$ cat config.mk
export PLATFORM = sky130hd
export DESIGN_NAME = window_spill_fill
export DESIGN_NICKNAME = d
export VERILOG_FILES = /design/src/rtl/spill_fill_pkg.sv /design/src/rtl/window_spill_fill.sv
export SDC_FILE = /design/constraint.sdc
export NUM_CORES = 1
export LEC_CHECK = 0
export CELL_PAD_IN_SITES_DETAIL_PLACEMENT = 1
export CELL_PAD_IN_SITES_GLOBAL_PLACEMENT = 2
export CORE_ASPECT_RATIO = 1.75
export CORE_UTILIZATION = 32
export CTS_CLUSTER_DIAMETER = 150
export DETAILED_ROUTE_END_ITERATION = 10
export PLACE_DENSITY = 0.9
export SLEW_MARGIN = 25
export SYNTH_ARGS = -nofsm -noshare
export SYNTH_HDL_FRONTEND = slang
export SYNTH_SLANG_ARGS = --single-unit
$ cat constraint.sdc
create_clock -name clk -period 4.4 [get_ports clk]
set_clock_uncertainty 0.15 [all_clocks]
set_input_delay 0.88 -clock clk [delete_from_list [all_inputs] [get_ports clk]]
set_output_delay 0.88 -clock clk [all_outputs]
set_load 0.005 [all_outputs]
$ cat src/rtl/spill_fill_pkg.sv
// Shared types and constants for the register-window spill/fill engine.
package spill_fill_pkg;

  localparam int REGS_PER_WIN = 16;
  localparam int WORD_BYTES   = 4;

  typedef enum logic [2:0] {
    IDLE,
    SP_RD,
    SP_REQ,
    FL_REQ,
    FL_WAIT,
    FL_WR,
    DONE
  } sf_state_t;

endpackage

$ cat src/rtl/window_spill_fill.sv
// Moves one register window between the register file and memory: spill
// copies 16 registers out to the stack, fill copies 16 words back in.
module window_spill_fill #(
  parameter int DATA_W       = 32,
  parameter int ADDR_W       = 32,
  parameter int WIN_BITS     = 5,
  parameter int REGS_PER_WIN = 16
) (
  input  logic                            clk,
  input  logic                            reset,
  input  logic                            start_spill,
  input  logic                            start_fill,
  input  logic [WIN_BITS-1:0]             win,
  input  logic [ADDR_W-1:0]               sp,
  output logic                            busy,
  output logic                            done,
  output logic [WIN_BITS-1:0]             rf_rd_win,
  output logic [$clog2(REGS_PER_WIN)-1:0] rf_rd_idx,
  input  logic [DATA_W-1:0]               rf_rd_data,
  output logic                            rf_wr_en,
  output logic [WIN_BITS-1:0]             rf_wr_win,
  output logic [$clog2(REGS_PER_WIN)-1:0] rf_wr_idx,
  output logic [DATA_W-1:0]               rf_wr_data,
  output logic                            mem_req_valid,
  input  logic                            mem_req_ready,
  output logic                            mem_req_we,
  output logic [ADDR_W-1:0]               mem_req_addr,
  output logic [DATA_W-1:0]               mem_req_wdata,
  input  logic                            mem_rsp_valid,
  input  logic [DATA_W-1:0]               mem_rsp_data
);
  import spill_fill_pkg::*;

  localparam int                IDX_W    = $clog2(REGS_PER_WIN);
  localparam logic [IDX_W-1:0]  LAST_IDX = IDX_W'(REGS_PER_WIN - 1);

  sf_state_t           state;
  logic [WIN_BITS-1:0] win_q;
  logic [ADDR_W-1:0]   base_q;
  logic [IDX_W-1:0]    idx;
  logic [IDX_W-1:0]    idx_nxt;

  assign idx_nxt = idx + IDX_W'(1);

  // Byte address of word i in the latched window frame; wraps modulo 2^ADDR_W.
  function automatic logic [ADDR_W-1:0] word_addr(input logic [ADDR_W-1:0] base,
                                                  input logic [IDX_W-1:0]  i);
    return base + ADDR_W'(i) * ADDR_W'(WORD_BYTES);
  endfunction

  // NOTE: state and every output are updated with non-blocking assignments in one
  // clocked block, so all outputs are registered and reset drives them to 0 at once.
  always_ff @(posedge clk or negedge reset) begin
    if (!reset) begin
      state         <= IDLE;
      win_q         <= '0;
      base_q        <= '0;
      idx           <= '0;
      busy          <= 1'b0;
      done          <= 1'b0;
      rf_rd_win     <= '0;
      rf_rd_idx     <= '0;
      rf_wr_en      <= 1'b0;
      rf_wr_win     <= '0;
      rf_wr_idx     <= '0;
      rf_wr_data    <= '0;
      mem_req_valid <= 1'b0;
      mem_req_we    <= 1'b0;
      mem_req_addr  <= '0;
      mem_req_wdata <= '0;
    end else begin
      done     <= 1'b0;
      rf_wr_en <= 1'b0;
      unique case (state)
        IDLE: begin
          if (start_spill || start_fill) begin
            win_q  <= win;
            base_q <= sp & ~ADDR_W'(WORD_BYTES - 1);
            idx    <= '0;
            busy   <= 1'b1;
          end
          if (start_spill) begin
            rf_rd_win <= win;
            rf_rd_idx <= '0;
            state     <= SP_RD;
          end else if (start_fill) begin
            mem_req_valid <= 1'b1;
            mem_req_we    <= 1'b0;
            mem_req_addr  <= sp & ~ADDR_W'(WORD_BYTES - 1);
            state         <= FL_REQ;
          end
        end
        SP_RD: begin
          mem_req_wdata <= rf_rd_data;
          mem_req_valid <= 1'b1;
          mem_req_we    <= 1'b1;
          mem_req_addr  <= word_addr(base_q, idx);
          state         <= SP_REQ;
        end
        SP_REQ: begin
          if (mem_req_ready) begin
            mem_req_valid <= 1'b0;
            if (idx == LAST_IDX) begin
              done  <= 1'b1;
              state <= DONE;
            end else begin
              idx       <= idx_nxt;
              rf_rd_idx <= idx_nxt;
              state     <= SP_RD;
            end
          end
        end
        FL_REQ: begin
          if (mem_req_ready) begin
            mem_req_valid <= 1'b0;
            state         <= FL_WAIT;
          end
        end
        FL_WAIT: begin
          if (mem_rsp_valid) begin
            rf_wr_en   <= 1'b1;
            rf_wr_win  <= win_q;
            rf_wr_idx  <= idx;
            rf_wr_data <= mem_rsp_data;
            state      <= FL_WR;
          end
        end
        FL_WR: begin
          if (idx == LAST_IDX) begin
            done  <= 1'b1;
            state <= DONE;
          end else begin
            idx           <= idx_nxt;
            mem_req_valid <= 1'b1;
            mem_req_we    <= 1'b0;
            mem_req_addr  <= word_addr(base_q, idx_nxt);
            state         <= FL_REQ;
          end
        end
        DONE: begin
          busy  <= 1'b0;
          state <= IDLE;
        end
        default: state <= IDLE;
      endcase
    end
  end

endmodule
### Word-level counts from Yosys, hierarchy flattened

Cells that the tools add are included.

* add/sub/neg operators: 3
* eq/ne operators: 18
* mux-type cells: 36
* reductions and logical operators: 17

Operators by type and width (number)
* two-way mux 32 bit: 3
* case mux 32 bit (3 select lines): 1
* adder 32 x 6 -> 32 bit: 2
* two-way mux 4 bit: 6
* two-way mux 3 bit: 7
* != test 2 bit (second input constant): 9
* case mux 3 bit (6 select lines): 1
* two-way mux 1 bit: 12
* case mux 4 bit (3 select lines): 1
* AND reduction 4 bit: 3
* == test 3 bit (second input constant): 3
* case mux 4 bit (2 select lines): 1
* AND reduction 2 bit: 4
* == test 3 x 2 -> 1 bit (second input constant): 2
* nonzero test 3 bit: 2
* AND reduction 5 bit: 1
* adder 4 x 1 -> 4 bit (second input constant): 1
* == test 4 bit (second input constant): 1
* case mux 1 bit (2 select lines): 2
* case mux 1 bit (4 select lines): 1
* nonzero test 2 bit: 2
* nonzero test 4 bit: 1
* == test 3 x 1 -> 1 bit (second input constant): 1
* logical NOT 3 bit: 1
* other kinds (6): 6

* register bits: 161
* logic and storage cells: 90

### Logic depth before layout (Yosys ltp)

* depth after elaboration: 4
* depth in mapped cells: 14

### Least setup slack after synthesis

OpenSTA, ideal clock, no wires.

* kind: reg-to-reg
* start point: register state[1]
* end point: register mem_req_addr[16]
* arrival time: 2706 ps
* required time: 4156 ps
* path slack: 1451 ps
* cell stages (with the launch flop): 14
* period minus slack after synthesis: 2949 ps
* cells stage by stage: dfrtp_1 -> buf_4 -> nor2b_1 -> clkbuf_1 -> nand2_1 -> xnor2_1 -> ha_1 -> inv_1 -> fa_1 -> nand2b_1 -> a211oi_2 -> nand4_1 -> xor2_1 -> a211oi_1

* word-level cells in the longest chain between the ends: 3

Ends and longest elaborated chain
* start: declaration: line window_spill_fill.sv:37 `sf_state_t state;`
* start signal: assignment: line window_spill_fill.sv:55 `state <= IDLE;`
* start signal: assignment: line window_spill_fill.sv:85 `state <= SP_RD;`
* start signal: assignment: line window_spill_fill.sv:90 `state <= FL_REQ;`
* == test 3 bit, or another cell as far along: line window_spill_fill.sv:74 `unique case (state)`
* != test 2 bit (no line) or nonzero test 3 bit (tied branches)
* AND reduction 4 bit (no line)
* end signal: assignment: line window_spill_fill.sv:89 `mem_req_addr <= sp & ~ADDR_W'(WORD_BYTES - 1);`
* end signal: assignment: line window_spill_fill.sv:97 `mem_req_addr <= word_addr(base_q, idx);`
* end signal: assignment: line window_spill_fill.sv:136 `mem_req_addr <= word_addr(base_q, idx_nxt);`
* end: declaration: line window_spill_fill.sv:27 `output logic [ADDR_W-1:0] mem_req_addr,`

Several ways; a longest one is shown, not always the timed one.
A chain may end at the register's enable or synchronous reset.

### Worst setup path in the final report

* start point: register state[2]
* end point: register mem_req_addr[16]

Same word-level chain as after synthesis.

==> impl_metrics.env <==
export IMPL_run_status="finished, final reports clean"
export IMPL_fin_cells=1130
export IMPL_initial_core_util_pct=32.5
export IMPL_placement_cell_area_um2=9700
export IMPL_final_nets=933
export IMPL_worstPathCellList="nand2_1, xnor2_1, ha_1, inv_1, fa_1, nand2b_1, a211oi_2, nand4_1, xor2_1, a211oi_1"
export IMPL_place_worst_setup_slack_ns=1.03
export IMPL_timing_setup_critical_path_class="reg2reg"
export IMPL_max_stage_delay_ns=0.67
export IMPL_report_final_hold_viol_count=0
export IMPL_fin_worst_hold_slack_ns=0.280
export IMPL_total_neg_setup_slack_ns=0
export IMPL_cts_htree_levels=4
export IMPL_largest_family_of_logic_cells_by_synthesized_area="multiplexers"
export IMPL_ant_nets=0
export IMPL_synth_distinct_cells=55
export IMPL_synth_area_um2=7180
export IMPL_ys_flop_type="sky130_fd_sc_hd__dfrtp_1"
export IMPL_hpwl_um=15600
export IMPL_crit_arrival_ns=3.53
export IMPL_dpl_cell_count=1096
export IMPL_cp_required_ns=4.59
export IMPL_cts_tree="done"
export IMPL_worstMarginPinSlew_ns=0.660
export IMPL_cts_root_buffer="sky130_fd_sc_hd__clkbuf_16"
export IMPL_kind_of_start_point_of_the_critical_path="flop"
export IMPL_clkTransAtPathRegs_ns=0.06
export IMPL_pins_over_slew_limit=0
export IMPL_number_of_synthesized_register_bits=159
export IMPL_fmaxAchievable_ghz=0.299
export IMPL_fin_total_pwr_mw=7.37
export IMPL_areaGrowthSynthToFinish_pct=44.6
export IMPL_route_detailed_vias_per_inst=4.92
export IMPL_cts_buffers_inserted=17
export IMPL_design_die_area_um2=23100
export IMPL_rows=72
export IMPL_postCtsSetupBuffers=0
export IMPL_pwr_density_cell_nw_per_um2=711
export IMPL_grt_pass1_wl_um=33900
export IMPL_chipWidth_um=115
export IMPL_synth_simple_gate_area_share_pct=10.3
export IMPL_stdcell_area_um2=10400
export IMPL_synth_area_per_cell_um2=11.9
export IMPL_post_synth_inst_count=601
export IMPL_finalWeightedCongestion=0.788
export IMPL_io_pin_count=226
export IMPL_register_area_um2=3980
export IMPL_synth_adder_area_share_pct=1.15
export IMPL_finalSetupViolCount=0
export IMPL_hold_path_class="in2async"
export IMPL_grt_pass1_vias=6128
export IMPL_drt_first_pass_iters=4
export IMPL_highest_count_cells_in_the_layout_ignoring_fill_and_taps="sky130_fd_sc_hd__clkdlybuf4s50_1, sky130_fd_sc_hd__dfrtp_1, sky130_fd_sc_hd__mux2_2"
export IMPL_antenna_found_initial=2
export IMPL_final_common_cell="sky130_fd_sc_hd__clkdlybuf4s50_1"
export IMPL_clock_latency_ns=0.44
export IMPL_multiInputGateArea_um2=2980
export IMPL_floorplan_core_area_um2=22100
export IMPL_avgRoutedWirePerCell_um=18.8
export IMPL_cp_max_fo=15
export IMPL_relSlewSlack_pct=56.0
export IMPL_xor_xnor_share_of_the_synthesized_area_pct=3.29
export IMPL_synth_compound_area_share_pct=8.98
export IMPL_layout_worst_path_cycle_share_pct=75.9
export IMPL_grtUsageTotal_pct=19.7
export IMPL_cellLeakagePower_nw=4.23
export IMPL_worst_slack_ns=1.06
export IMPL_share_of_synthesized_flip_flops_with_an_asynchronous_set_or_reset_pct=100
export IMPL_critical_path_slowest_cell="sky130_fd_sc_hd__dfrtp_1"
export IMPL_rsz0062_at_grt="no"
export IMPL_fin_util_pct=47.0
export IMPL_final_min_clock_period_ns=3.34
export IMPL_overflow=0
export IMPL_vdd_ir_drop_max_mv=0.330
export IMPL_chipHeight_um=200
export IMPL_yosysWarnings=0
export IMPL_cap_violations=0
export IMPL_numPortBuffers=221
export IMPL_postCtsHoldBufs=0
export IMPL_wl_um=21200
export IMPL_nFillCells=2339
export IMPL_post_cts_resized=0
export IMPL_synth_mux_area_share_pct=17.4
export IMPL_maximum_number_of_pins_on_one_net_before_global_route_repair=70
export IMPL_cts_sinks=159
export IMPL_end_kind="flop"
export IMPL_count_of_flip_flops_with_a_built_in_enable_after_synthesis=0
export IMPL_ff2ff_path_depth=10
export IMPL_routed_via_count=5554
export IMPL_proportion_of_layout_cells_with_a_drive_suffix_above_1_pct=19.8
export IMPL_remaining_routing_drc_violations=0
export IMPL_ctsLongestPathBuffers=2
export IMPL_ys_seq_area_share_pct=55.4
export IMPL_drtIter0Drc=155
## layout make-up
type                            instances  share of cell area, %
Inverter                               13                  0.470
Multi-Input combinational cell        394                   28.7
Clock inverter                         10                   1.77
Tap cell                              296                   3.57
Antenna cell                            1                 0.0241
Sequential cell                       159                   38.3
Clock buffer                           22                   4.47
Timing Repair Buffer                  235                   22.7
## cell usage after synthesis (all sizes together) (3+ instances only)
cell type  instances  area, µm²
and3               7       43.8
xor2              20        175
buf               24        149
clkbuf            12       45.0
nor2              26        105
a211oi             4       35.0
nand2             48        183
nor3               7       61.3
xnor2              7       61.3
nand3             20        100
nand2b             3       18.8
o21ai             35        179
o31ai              4       30.0
mux2             109       1230
inv               13       48.8
nor2b              3       18.8
a21oi             25        129
ha                 5       62.6
and4               3       26.3
dfrtp            159       3980
a31oi              8       50.1
nor3b              9       67.6
nand4             10       62.6
o22ai             10       68.8
a21o               4       30.0
## registers in the layout, summed over array words and instances (netlist names), 3 cells and up
signal	cells
mem_req_wdata	32
rf_wr_data	32
base_q	30
mem_req_addr	30
rf_rd_win	5
rf_wr_win	5
win_q	5
idx	4
rf_rd_idx	4
rf_wr_idx	4
state	3
## critical path: cells and delay by family (launching register included)
| family | cells | cell delay (ns) |
|---|---|---|
| compound gates | 2 | 0.64 |
| simple gates | 3 | 0.71 |
| fa+ha+maj | 2 | 0.59 |
| buf+inv | 1 | 0.06 |
| xor+xnor | 2 | 0.41 |
| flops | 1 | 0.67 |
## worst paths after layout
| check | end | slack, ns | startpoint |
|---|---|---|---|
| worst min-delay path | mem_req_addr[21] | 0.28 | reset |
| worst min register to register | mem_req_addr[3] | 0.33 | mem_req_addr[3] |
| worst max-delay path | mem_req_addr[16] | 1.06 | state[2] |
| min in group clk | mem_req_addr[3] | 0.33 | mem_req_addr[3] |
| max in group asynchronous | rf_wr_data[24] | 2.93 | reset |
| worst max register to register | mem_req_addr[16] | 1.06 | state[2] |
## logic make-up after synthesis
family | after synthesis
multiplexers | 111
other | 1
XOR/XNOR | 27
AO/OA/AOI/OAI | 105
adder cells (fa/ha/maj) | 6
AND/OR/NAND/NOR | 143
buffers and inverters | 49
flip-flops | 159
## layer usage
metal	track usage (%)	up-vias	wire, µm
met2	36.1	156	11900
met5	0	-	13
met4	8.91	2	653
li1	-	2563	-
met1	20.0	2796	7480
met3	6.08	37	1120
## report_power, final
part / total [mW] / internal (mW) / switching (mW)
combinational: 3.12 / 1.80 / 1.31
clock: 1.64 / 1.04 / 0.605
sequential: 2.62 / 2.15 / 0.470
total: 7.37 / 4.99 / 2.39
Note: power is estimated with default switching activity, not from simulation.
